File: src/rtl/upg_pkg.sv
// Shared types and constants for the instruction-RAM word loader.
package upg_pkg;

    localparam int unsigned BYTES_PER_WORD    = 4;
    localparam logic [7:0]  DEFAULT_SYNC_BYTE = 8'hA5;

    typedef enum logic [2:0] {
        StIdle,
        StSync,
        StLenLo,
        StLenHi,
        StData,
        StChk,
        StDone,
        StErr
    } upg_state_e;

endpackage

File: src/rtl/upg_timeout_ctr.sv
// Inter-byte watchdog: reloads on clear_i, counts down while en_i, flags the last idle cycle.
module upg_timeout_ctr #(
    parameter int unsigned TIMEOUT_CYC = 1_000_000
) (
    input  logic clk,
    input  logic rst_n,
    input  logic clear_i,
    input  logic en_i,
    output logic expired_o
);

    localparam int unsigned       CntW    = $clog2(TIMEOUT_CYC + 1);
    localparam logic [CntW-1:0]   LoadVal = CntW'(TIMEOUT_CYC);

    logic [CntW-1:0] cnt_q, cnt_d;

    always_comb begin
        cnt_d = cnt_q;
        if (clear_i) begin
            cnt_d = LoadVal;
        end else if (en_i && cnt_q != '0) begin
            cnt_d = cnt_q - CntW'(1);
        end
    end

    always_ff @(posedge clk or negedge rst_n) begin
        if (!rst_n) begin
            cnt_q <= LoadVal;
        end else begin
            cnt_q <= cnt_d;
        end
    end

    // Fires on the TIMEOUT_CYC-th consecutive idle cycle, so the FSM leaves on that edge.
    assign expired_o = en_i && !clear_i && (cnt_q == CntW'(1));

endmodule

File: src/rtl/upg_word_loader.sv
// Frames UART bytes (sync, 16-bit LE count, LE words) into fetch-RAM programming writes.
// Optional trailing mod-256 checksum byte enabled by defining UPG_CHKSUM_EN.
module upg_word_loader
    import upg_pkg::*;
#(
    parameter int unsigned ADDR_W      = 14,
    parameter int unsigned DATA_W      = 32,
    parameter logic [7:0]  SYNC_BYTE   = DEFAULT_SYNC_BYTE,
    parameter int unsigned TIMEOUT_CYC = 1_000_000
) (
    input  logic              clk,
    input  logic              rst_n,
    input  logic              start_i,
    input  logic              rx_valid_i,
    input  logic [7:0]        rx_data_i,
    output logic              upg_wen_o,
    output logic [ADDR_W-1:0] upg_addr_o,
    output logic [DATA_W-1:0] upg_data_o,
    output logic              upg_done_o,
    output logic              busy_o,
    output logic              err_o
);

    localparam logic [32:0] MaxWords = 33'd1 << ADDR_W;

    upg_state_e        state_q;
    logic [15:0]       count_q;
    logic [ADDR_W:0]   word_idx_q;
    logic [1:0]        byte_idx_q;
    logic [DATA_W-1:0] pack_q, data_q;
    logic [ADDR_W-1:0] addr_q;
    logic              wen_q, done_q, err_q;
`ifdef UPG_CHKSUM_EN
    logic [7:0]        sum_q;
`endif

    logic        timed, tmo_en, tmo_expired;
    logic [15:0] len_next;
    logic        last_byte, last_word;

    assign len_next  = {rx_data_i, count_q[7:0]};
    assign last_byte = (byte_idx_q == 2'(BYTES_PER_WORD - 1));
    assign last_word = (33'(word_idx_q) + 33'd1 == 33'(count_q));
    assign timed     = state_q inside {StLenLo, StLenHi, StData, StChk};
    assign tmo_en    = timed && !rx_valid_i;

    upg_timeout_ctr #(
        .TIMEOUT_CYC (TIMEOUT_CYC)
    ) u_tmo (
        .clk       (clk),
        .rst_n     (rst_n),
        .clear_i   (!tmo_en),
        .en_i      (tmo_en),
        .expired_o (tmo_expired)
    );

    always_ff @(posedge clk or negedge rst_n) begin
        if (!rst_n) begin
            state_q    <= StIdle;
            count_q    <= '0;
            word_idx_q <= '0;
            byte_idx_q <= '0;
            pack_q     <= '0;
            data_q     <= '0;
            addr_q     <= '0;
            wen_q      <= 1'b0;
            done_q     <= 1'b0;
            err_q      <= 1'b0;
`ifdef UPG_CHKSUM_EN
            sum_q      <= '0;
`endif
        end else begin
            wen_q <= 1'b0;
            unique case (state_q)
                StIdle, StDone, StErr: begin
                    if (start_i) begin
                        state_q    <= StSync;
                        done_q     <= 1'b0;
                        err_q      <= 1'b0;
                        word_idx_q <= '0;
                        byte_idx_q <= '0;
`ifdef UPG_CHKSUM_EN
                        sum_q      <= '0;
`endif
                    end
                end
                StSync: begin
                    if (rx_valid_i && rx_data_i == SYNC_BYTE) state_q <= StLenLo;
                end
                StLenLo: begin
                    if (rx_valid_i) begin
                        count_q[7:0] <= rx_data_i;
                        state_q      <= StLenHi;
                    end else if (tmo_expired) begin
                        state_q <= StErr;
                        err_q   <= 1'b1;
                    end
                end
                StLenHi: begin
                    if (rx_valid_i) begin
                        count_q[15:8] <= rx_data_i;
                        if (len_next == 16'd0) begin
`ifdef UPG_CHKSUM_EN
                            state_q <= StChk;
`else
                            state_q <= StDone;
                            done_q  <= 1'b1;
`endif
                        end else if (33'(len_next) > MaxWords) begin
                            state_q <= StErr;
                            err_q   <= 1'b1;
                        end else begin
                            state_q <= StData;
                        end
                    end else if (tmo_expired) begin
                        state_q <= StErr;
                        err_q   <= 1'b1;
                    end
                end
                StData: begin
`ifndef UPG_CHKSUM_EN
                    // Final write is on the bus this cycle; done follows it by one cycle.
                    if (wen_q && 33'(word_idx_q) == 33'(count_q)) begin
                        state_q <= StDone;
                        done_q  <= 1'b1;
                    end else
`endif
                    if (rx_valid_i) begin
                        pack_q[{byte_idx_q, 3'b000} +: 8] <= rx_data_i;
                        byte_idx_q <= byte_idx_q + 2'd1;
`ifdef UPG_CHKSUM_EN
                        sum_q      <= sum_q + rx_data_i;
`endif
                        if (last_byte) begin
                            wen_q      <= 1'b1;
                            addr_q     <= word_idx_q[ADDR_W-1:0];
                            data_q     <= {rx_data_i, pack_q[DATA_W-9:0]};
                            word_idx_q <= word_idx_q + 1'b1;
`ifdef UPG_CHKSUM_EN
                            if (last_word) state_q <= StChk;
`endif
                        end
                    end else if (tmo_expired) begin
                        state_q <= StErr;
                        err_q   <= 1'b1;
                    end
                end
`ifdef UPG_CHKSUM_EN
                StChk: begin
                    if (rx_valid_i) begin
                        if (rx_data_i == sum_q) begin
                            state_q <= StDone;
                            done_q  <= 1'b1;
                        end else begin
                            state_q <= StErr;
                            err_q   <= 1'b1;
                        end
                    end else if (tmo_expired) begin
                        state_q <= StErr;
                        err_q   <= 1'b1;
                    end
                end
`endif
                default: state_q <= StIdle;
            endcase
        end
    end

    assign upg_wen_o  = wen_q;
    assign upg_addr_o = addr_q;
    assign upg_data_o = data_q;
    assign upg_done_o = done_q;
    assign err_o      = err_q;
    assign busy_o     = state_q inside {StSync, StLenLo, StLenHi, StData, StChk};

endmodule

File: config.mk
export PLATFORM = sky130hd
export DESIGN_NAME = upg_word_loader
export DESIGN_NICKNAME = d
export VERILOG_FILES = /design/src/rtl/upg_pkg.sv /design/src/rtl/upg_timeout_ctr.sv /design/src/rtl/upg_word_loader.sv
export SDC_FILE = /design/constraint.sdc
export NUM_CORES = 1
export LEC_CHECK = 0
export ABC_CLOCK_PERIOD_IN_PS = 4100
export BUFFER_PORTS_ARGS = -buffer_cell sky130_fd_sc_hd__buf_2
export CORE_UTILIZATION = 35
export CTS_BUF_LIST = sky130_fd_sc_hd__clkbuf_8
export DETAILED_ROUTE_END_ITERATION = 10
export SLEW_MARGIN = 20
export SYNTH_ARGS = -nofsm -noshare
export SYNTH_HDL_FRONTEND = slang
export SYNTH_HIERARCHICAL = 1
export SYNTH_SLANG_ARGS = --single-unit
File: constraint.sdc
create_clock -name clk -period 4.1 [get_ports clk]
set_input_delay 0.615 -clock clk [delete_from_list [all_inputs] [get_ports clk]]
set_output_delay 0.615 -clock clk [all_outputs]
set_load 0.1 [all_outputs]
==> impl_results.md, run 1 <==
- RSZ-0062 raised after global routing: no
- Fin crit share: 0.860
- Post-route minimum period: 3.53 ns
- Total GRT Usage: 0.166
- Mapped Nets: 580
- Cell Chain, Critical Path: nand2b_1 > a21o_1 > inv_1 > nand4b_1 > nor2_1 > nor2b_1 > mux4_2 > a31oi_1 > o21ai_0 > a2bb2o_1 > a22o_1
- Syn avg cell area: ~11 um2
- Congestion Overflow GR: 0
- Worst r2r path cells: 11
- Post-layout util: 0.416
- Final hold slack: ~0.22 ns
- Vias in the first global route: 4488
- Hold WC Path Type: primary input to asynchronous set/reset pin
- Flop2flop setup slack: approximately 0.57 ns
- Syn Inst Count: about 560
- Reg clk slew, reported paths: approximately 0.080 ns
- Post-CTS setup buffers: 0
- Clock Skew: 0.0128 ns
- Setup Crit Path Kind: flip-flop to flip-flop
- Clk buf depth: 2
- Arrival time at the worst endpoint: between 3 and 4 ns
- Hpwl dp: a little under 10000 um
- Root Driver: clkbuf_8
- DR iter-0 viols: roughly 240
- Critical path depth: 11
- Vias per Instance: 5.22
- Final setup viols: 0
- Max Fclk: 284 MHz
- Worst Path Required: 4.43 ns
- Critical-path top delay cell: dfrtp_1
- Synthesized cell area: about 6300 um2
- Die area: 18500 um2
- Layout cells sized above 1: 0.296
- Number of synthesized flops with an enable pin: 0
- Fin nets: 639
- Post-cts resize count: 0
- Largest stage delay, worst path: around 0.70 ns
- Num CTS Buffers: 17
- Width of the die: around 140 um
- Core box area: ~17000 um2
- # IOs: between 60 and 70
- Max_slew headroom: 0.347
- Startpoint types: flip-flop
- Register area share after synthesis: 0.514
- CP Buf/Inv Count: 1
- Cell area power density: approximately 500 nW/um2
- Area Overhead vs Synth: 14.9%
- CTS tree: done
- CP endpoint kind: flip-flop
- Post-DRT Antenna Nets: 0
- Clk sinks: 129
- # diodes: 0
- Status: finished, final reports clean
- Critical-path maximum fanout: 24
- Worst slew pin tran: between 0.9 and 1 ns
- Hold-fix buffers, CTS: 0
- Ys async rst share: 1.00
- Largest net degree at the start of global routing: 83
- Die H: approximately 140 um
- Clk_lat worst skew: 0.44 ns
- Top Family by Delay on Critical Path: compound AO/OA/AOI/OAI gates
- Synth unique cells: 63
- Leakage Power: around 0.0033 uW
- Ys Warns: 6
- DRC: 0
- Setup TNS Final: 0 ns
- Max Cap Violations: 0
- Dominant synthesized flop cell: dfrtp_1
- Final hold violations: 0
- Wire per inst: 16.8 um
- WL final: about 14000 um
- H-tree levels: 4
- Flops & latches, synth: roughly 130
- First-pass GRT wire length: roughly 24000 um
- Initial Utilization: 0.362
- TritonRoute pass-1 iters: 6
- GPL Wtd Cong: 0.798
- Routed vias: roughly 4500
- Port Buffers: approximately 60
- Max Slew Vio Count: 0
- Reg-to-reg startpoint: state_q[2]$_DFFE_PN0P_
- FP Rows: 48
- Max rail drop VDD: ~0.38 mV
- Worst r2r dst: state_q[1]$_DFFE_PN0P_
- Antenna violations before repair: 0
-- cell usage in the layout (no fill, tap or decap), types with 3 or more instances in the layout --
master | Yosys | final
and3_1 | 4 | 4
nand3b_1 | 4 | 4
mux2_2 | 44 | 44
nor2_1 | 32 | 32
buf_2 | 4 | 60
ha_1 | 9 | 9
o2111ai_1 | 3 | 3
or3_1 | 6 | 6
a22o_1 | 3 | 3
bufinv_16 | 0 | 3
nor2b_1 | 4 | 4
nand2b_1 | 8 | 8
a21oi_1 | 16 | 16
dfstp_2 | 7 | 7
nor4_2 | 7 | 7
dfrtp_1 | 122 | 122
clkbuf_8 | 0 | 20
o211ai_1 | 4 | 4
inv_1 | 14 | 16
nand3_1 | 14 | 14
nor3_1 | 7 | 7
or4_1 | 5 | 5
and4_1 | 4 | 4
nor4_1 | 6 | 6
nand4_1 | 7 | 7
nor3b_1 | 5 | 5
mux2_4 | 20 | 20
nand2_1 | 64 | 64
o31ai_1 | 7 | 7
a41o_1 | 3 | 3
clkinv_4 | 0 | 4
o21ai_0 | 35 | 35
xnor2_1 | 10 | 10
xor2_1 | 24 | 24
-- metrics by stage --
stage	total power [uW]	setup slack [ns]	std cells	instance area (um2)
finish	3720	0.573	856	7240
detailed placement	2570	0.657	824	6800
floorplan	2330	0.826	559	6300
CTS	3750	0.621	856	7230
global placement	2530	0.829	824	6800
global route	3920	0.341	856	7240
-- state kept, by name (all words and copies together) (netlist names) --
| register | cells |
|---|---|
| upg_wen_o | 1 |
| byte_idx_q | 2 |
| word_idx_q | 15 |
| err_o | 1 |
| count_q | 16 |
| pack_q | 24 |
| upg_data_o | 32 |
| upg_done_o | 1 |
| u_tmo/cnt_q | 20 |
| upg_addr_o | 14 |
| state_q | 3 |
-- per-layer routing --
metal / up-vias / track usage / share of wire
met5: - / 0 / 0
met4: 0 / 0.0556 / 0.012
met2: 93 / 0.264 / 0.47
met3: 15 / 0.0447 / 0.037
met1: 2253 / 0.218 / 0.48
li1: 2107 / - / -
-- cell families (layout without fill, tap and decap cells) --
kind of cell    Yosys count  count (layout)  share of synthesized area
compound gates           87              87                     0.0870
xor+xnor                 34              34                     0.0472
fa+ha+maj                 9               9                     0.0179
buf+inv                  39             111                     0.0288
flops                   129             129                      0.514
mux                      67              67                      0.133
simple gates            194             194                      0.173
-- cell type report --
class,instances,area (um2)
Clock buffer,20,275
Fill cell,1684,10200
Multi-Input combinational cell,391,2880
Tap cell,225,282
Inverter,15,56.3
Sequential cell,129,3240
Clock inverter,12,158
Timing Repair Buffer,64,347
-- worst max path at each step --
stage	end	startpoint	slack [ns]
after CTS	state_q[1]$_DFFE_PN0P_	state_q[2]$_DFFE_PN0P_	0.62
final	state_q[1]$_DFFE_PN0P_	state_q[2]$_DFFE_PN0P_	0.57
after global placement	state_q[1]$_DFFE_PN0P_	state_q[2]$_DFFE_PN0P_	0.83
after floorplan	word_idx_q[7]$_DFFE_PN0P_	state_q[2]$_DFFE_PN0P_	0.83
after global routing	state_q[1]$_DFFE_PN0P_	state_q[2]$_DFFE_PN0P_	0.34
after detailed placement	state_q[1]$_DFFE_PN0P_	state_q[2]$_DFFE_PN0P_	0.66
-- where the power goes --
part / switching, uW / total (uW) / leakage (uW) / internal [uW]
Combinational: 556 / 921 / 0.00136 / 365
Sequential: 196 / 1630 / 0.00172 / 1430
Clock: 518 / 1170 / 0.000223 / 654
-- worst reg2reg max path, delay by kind of cell, from the launching register on --
| family | cells | cell delay, ns |
|---|---|---|
| AO/OA/AOI/OAI | 5 | 1.40 |
| flip-flops | 1 | 0.70 |
| buffers and inverters | 1 | 0.25 |
| multiplexers | 1 | 0.46 |
| AND/OR/NAND/NOR | 4 | 0.62 |
-- synth_stat cells, types with 7 or more instances --
cell | n | area [um2]
o31ai_1 | 7 | 52.6
inv_1 | 14 | 52.6
xor2_1 | 24 | 210
clkbuf_1 | 16 | 60.1
o21ai_0 | 35 | 175
nand4_1 | 7 | 43.8
ha_1 | 9 | 113
dfstp_2 | 7 | 184
nand3_1 | 14 | 70.1
nand2b_1 | 8 | 50.1
nand2_1 | 64 | 240
mux2_4 | 20 | 300
mux2_2 | 44 | 495
nor4_2 | 7 | 87.6
nor3_1 | 7 | 35.0
a21oi_1 | 16 | 80.1
dfrtp_1 | 122 | 3050
xnor2_1 | 10 | 87.6
nor2_1 | 32 | 120
Note: power is estimated with default switching activity, not from simulation.
==> inputs of run 2 (changes only) <==
--- a/config.mk
+++ b/config.mk
@@ -5,7 +5,7 @@
 export SDC_FILE = /design/constraint.sdc
 export NUM_CORES = 1
 export LEC_CHECK = 0
-export ABC_CLOCK_PERIOD_IN_PS = 4100
+export ABC_CLOCK_PERIOD_IN_PS = 3600
 export BUFFER_PORTS_ARGS = -buffer_cell sky130_fd_sc_hd__buf_2
 export CORE_UTILIZATION = 35
 export CTS_BUF_LIST = sky130_fd_sc_hd__clkbuf_8
==> constraint.sdc (replaced) <==
create_clock -name clk -period 3.6 [get_ports clk]
set_input_delay 0.54 -clock clk [delete_from_list [all_inputs] [get_ports clk]]
set_output_delay 0.54 -clock clk [all_outputs]
set_load 0.1 [all_outputs]
==> run 2 against run 1 <==
Compared with the run above: clock-buffer cell count decreased by 3; setup slack got worse by 0.093 ns; non-clock buffer count increased by 2.
==> impl_results.md, run 2 (synthesis gave the netlist of run 1 again) <==
- Congestion Overflow GR: 0
- Layout cells sized above 1: 0.297
- Antenna violations before repair: 0
- Root Driver: clkbuf_8
- Hold-fix buffers, CTS: 0
- Max Fclk: approximately 320 MHz
- Largest stage delay, worst path: between 0.6 and 0.7 ns
- CTS tree: done
- Final setup viols: 0
- GRT Max-Usage Layer: met2
- Combinational Power Share: 0.246
- Vias per Instance: around 5.2
- Setup TNS Final: 0 ns
- Arrival time at the worst endpoint: approximately 3.5 ns
- Most frequent cells in the layout: dfrtp_1 (122), nand2_1 (64), buf_2 (60)
- Initial Utilization: 0.362
- Core box area: 17400 um2
- Worst slew pin tran: ~0.99 ns
- Die area: 18500 um2
- Reg clk slew, reported paths: 0.08 ns
- Max_slew headroom: 0.341
- Total GRT Usage: 0.165
- CP endpoint kind: flip-flop
- Clk sinks: approximately 130
- DRC: 0
- Int Pwr: around 2900 uW
- Sw frac: 0.334
- Die H: ~140 um
- Sequential Power Share: 0.429
- Vias in the first global route: between 4000 and 5000
- Routed vias: roughly 4400
- Met3 Track Usage GR: 0.0429
- Hpwl dp: just under 10000 um
- Post-route minimum period: roughly 3.1 ns
- Status: finished, final reports clean
- Critical-path maximum fanout: 20
- Net Sw Power: 1440 uW
- Critical-path top delay cell: dfrtp_1
- Wire per inst: between 15 and 20 um
- Met2 Track Usage GR: 0.266
- WL final: approximately 14000 um
- # diodes: 0
- Post-CTS setup buffers: 0
- Met1 Use GR: 0.213
- Clk_lat worst skew: about 0.45 ns
- Hold WC Path Type: primary input to asynchronous set/reset pin
- TritonRoute pass-1 iters: 4
- Post-cts resize count: 0
- Clk buf depth: 2
- # IOs: 62
- CP Buf/Inv Count: 1
- Largest net degree at the start of global routing: just over 60
- Max rail drop VDD: 0.269 mV
- Fin crit share: 0.867
- Commonest non-fill, non-tap cell in the layout: dfrtp_1
- Port Buffers: just over 60
- Fin nets: about 640
- DR iter-0 viols: 231
- Area Overhead vs Synth: 15.3%
- Post-DRT Antenna Nets: 0
- H-tree levels: 4
- Startpoint types: flip-flop
- Width of the die: roughly 140 um
- Max Cap Violations: 0
- Setup Crit Path Kind: flip-flop to flip-flop
- Leakage Power: between 0.003 and 0.004 uW
- Top Family by Delay on Critical Path: compound AO/OA/AOI/OAI gates
- FP Rows: 48
- Worst Path Required: just under 4 ns
- Number of flip-flops in the largest register: 32
- Flop2flop setup slack: between 0.4 and 0.5 ns
- GPL Wtd Cong: roughly 0.8
- First-pass GRT wire length: 23300 um
- Max Slew Vio Count: 0
- RSZ-0062 raised after global routing: no
- Final hold slack: around 0.16 ns
- Final hold violations: 0
- Cell area power density: roughly 590 nW/um2
- Cell Chain, Critical Path: nand2b_1 > a21o_1 > inv_1 > nand4b_1 > nor2_1 > nor2b_1 > mux4_2 > a31oi_1 > o21ai_0 > a2bb2o_1 > a22o_1
- Clock power share: 0.324
- Clock Skew: 0.0194 ns
- Num CTS Buffers: 17
## run 2: power by group through the flow
stage,registers (uW),clock network (uW),logic [uW]
global route,1880,1500,1180
detailed placement,1870,0,1070
finish,1850,1400,1060
CTS,1850,1440,1070
floorplan,1870,0,793
global placement,1870,0,1040
## run 2: metal layers
layer  wire [um]  vias to the layer above
li1            -                     2120
met1        6720                     2189
met2        6660                      104
met3         644                       12
met4         119                        0
met5           0                        -
## run 2: worst paths after layout
path | startpoint | to | cells past startpoint
hold reg to reg | pack_q[3]$_DFFE_PN0P_ | pack_q[3]$_DFFE_PN0P_ | 2
setup / recovery | state_q[2]$_DFFE_PN0P_ | state_q[1]$_DFFE_PN0P_ | 11
hold / removal | rst_n | upg_data_o[16]$_DFFE_PN0P_ | 1
min in group clk | rx_data_i[1] | pack_q[9]$_DFFE_PN0P_ | 3
setup reg to reg | state_q[2]$_DFFE_PN0P_ | state_q[1]$_DFFE_PN0P_ | 11
max in group asynchronous | rst_n | u_tmo/cnt_q[19]$_DFFE_PN1P_ | 2
## run 2: layout make-up
class,count,area [um2]
sequential,129,3240
tap,225,282
timing repair buffer,66,358
clock buffer,17,234
multi-input combinational,391,2880
clock inverter,14,215
inverter,15,56.3
fill,1688,10200
## run 2: metrics by stage
step | util | setup slack [ns] | total power, uW | instances | cell area, um2
detailed placement | 0.391 | 0.509 | 2940 | 826 | 6820
global route | 0.417 | 0.267 | 4560 | 857 | 7270
floorplan | - | 0.326 | 2660 | 559 | 6300
global placement | 0.391 | 0.648 | 2910 | 826 | 6820
finish | 0.417 | 0.480 | 4320 | 857 | 7270
CTS | 0.417 | 0.487 | 4360 | 857 | 7270
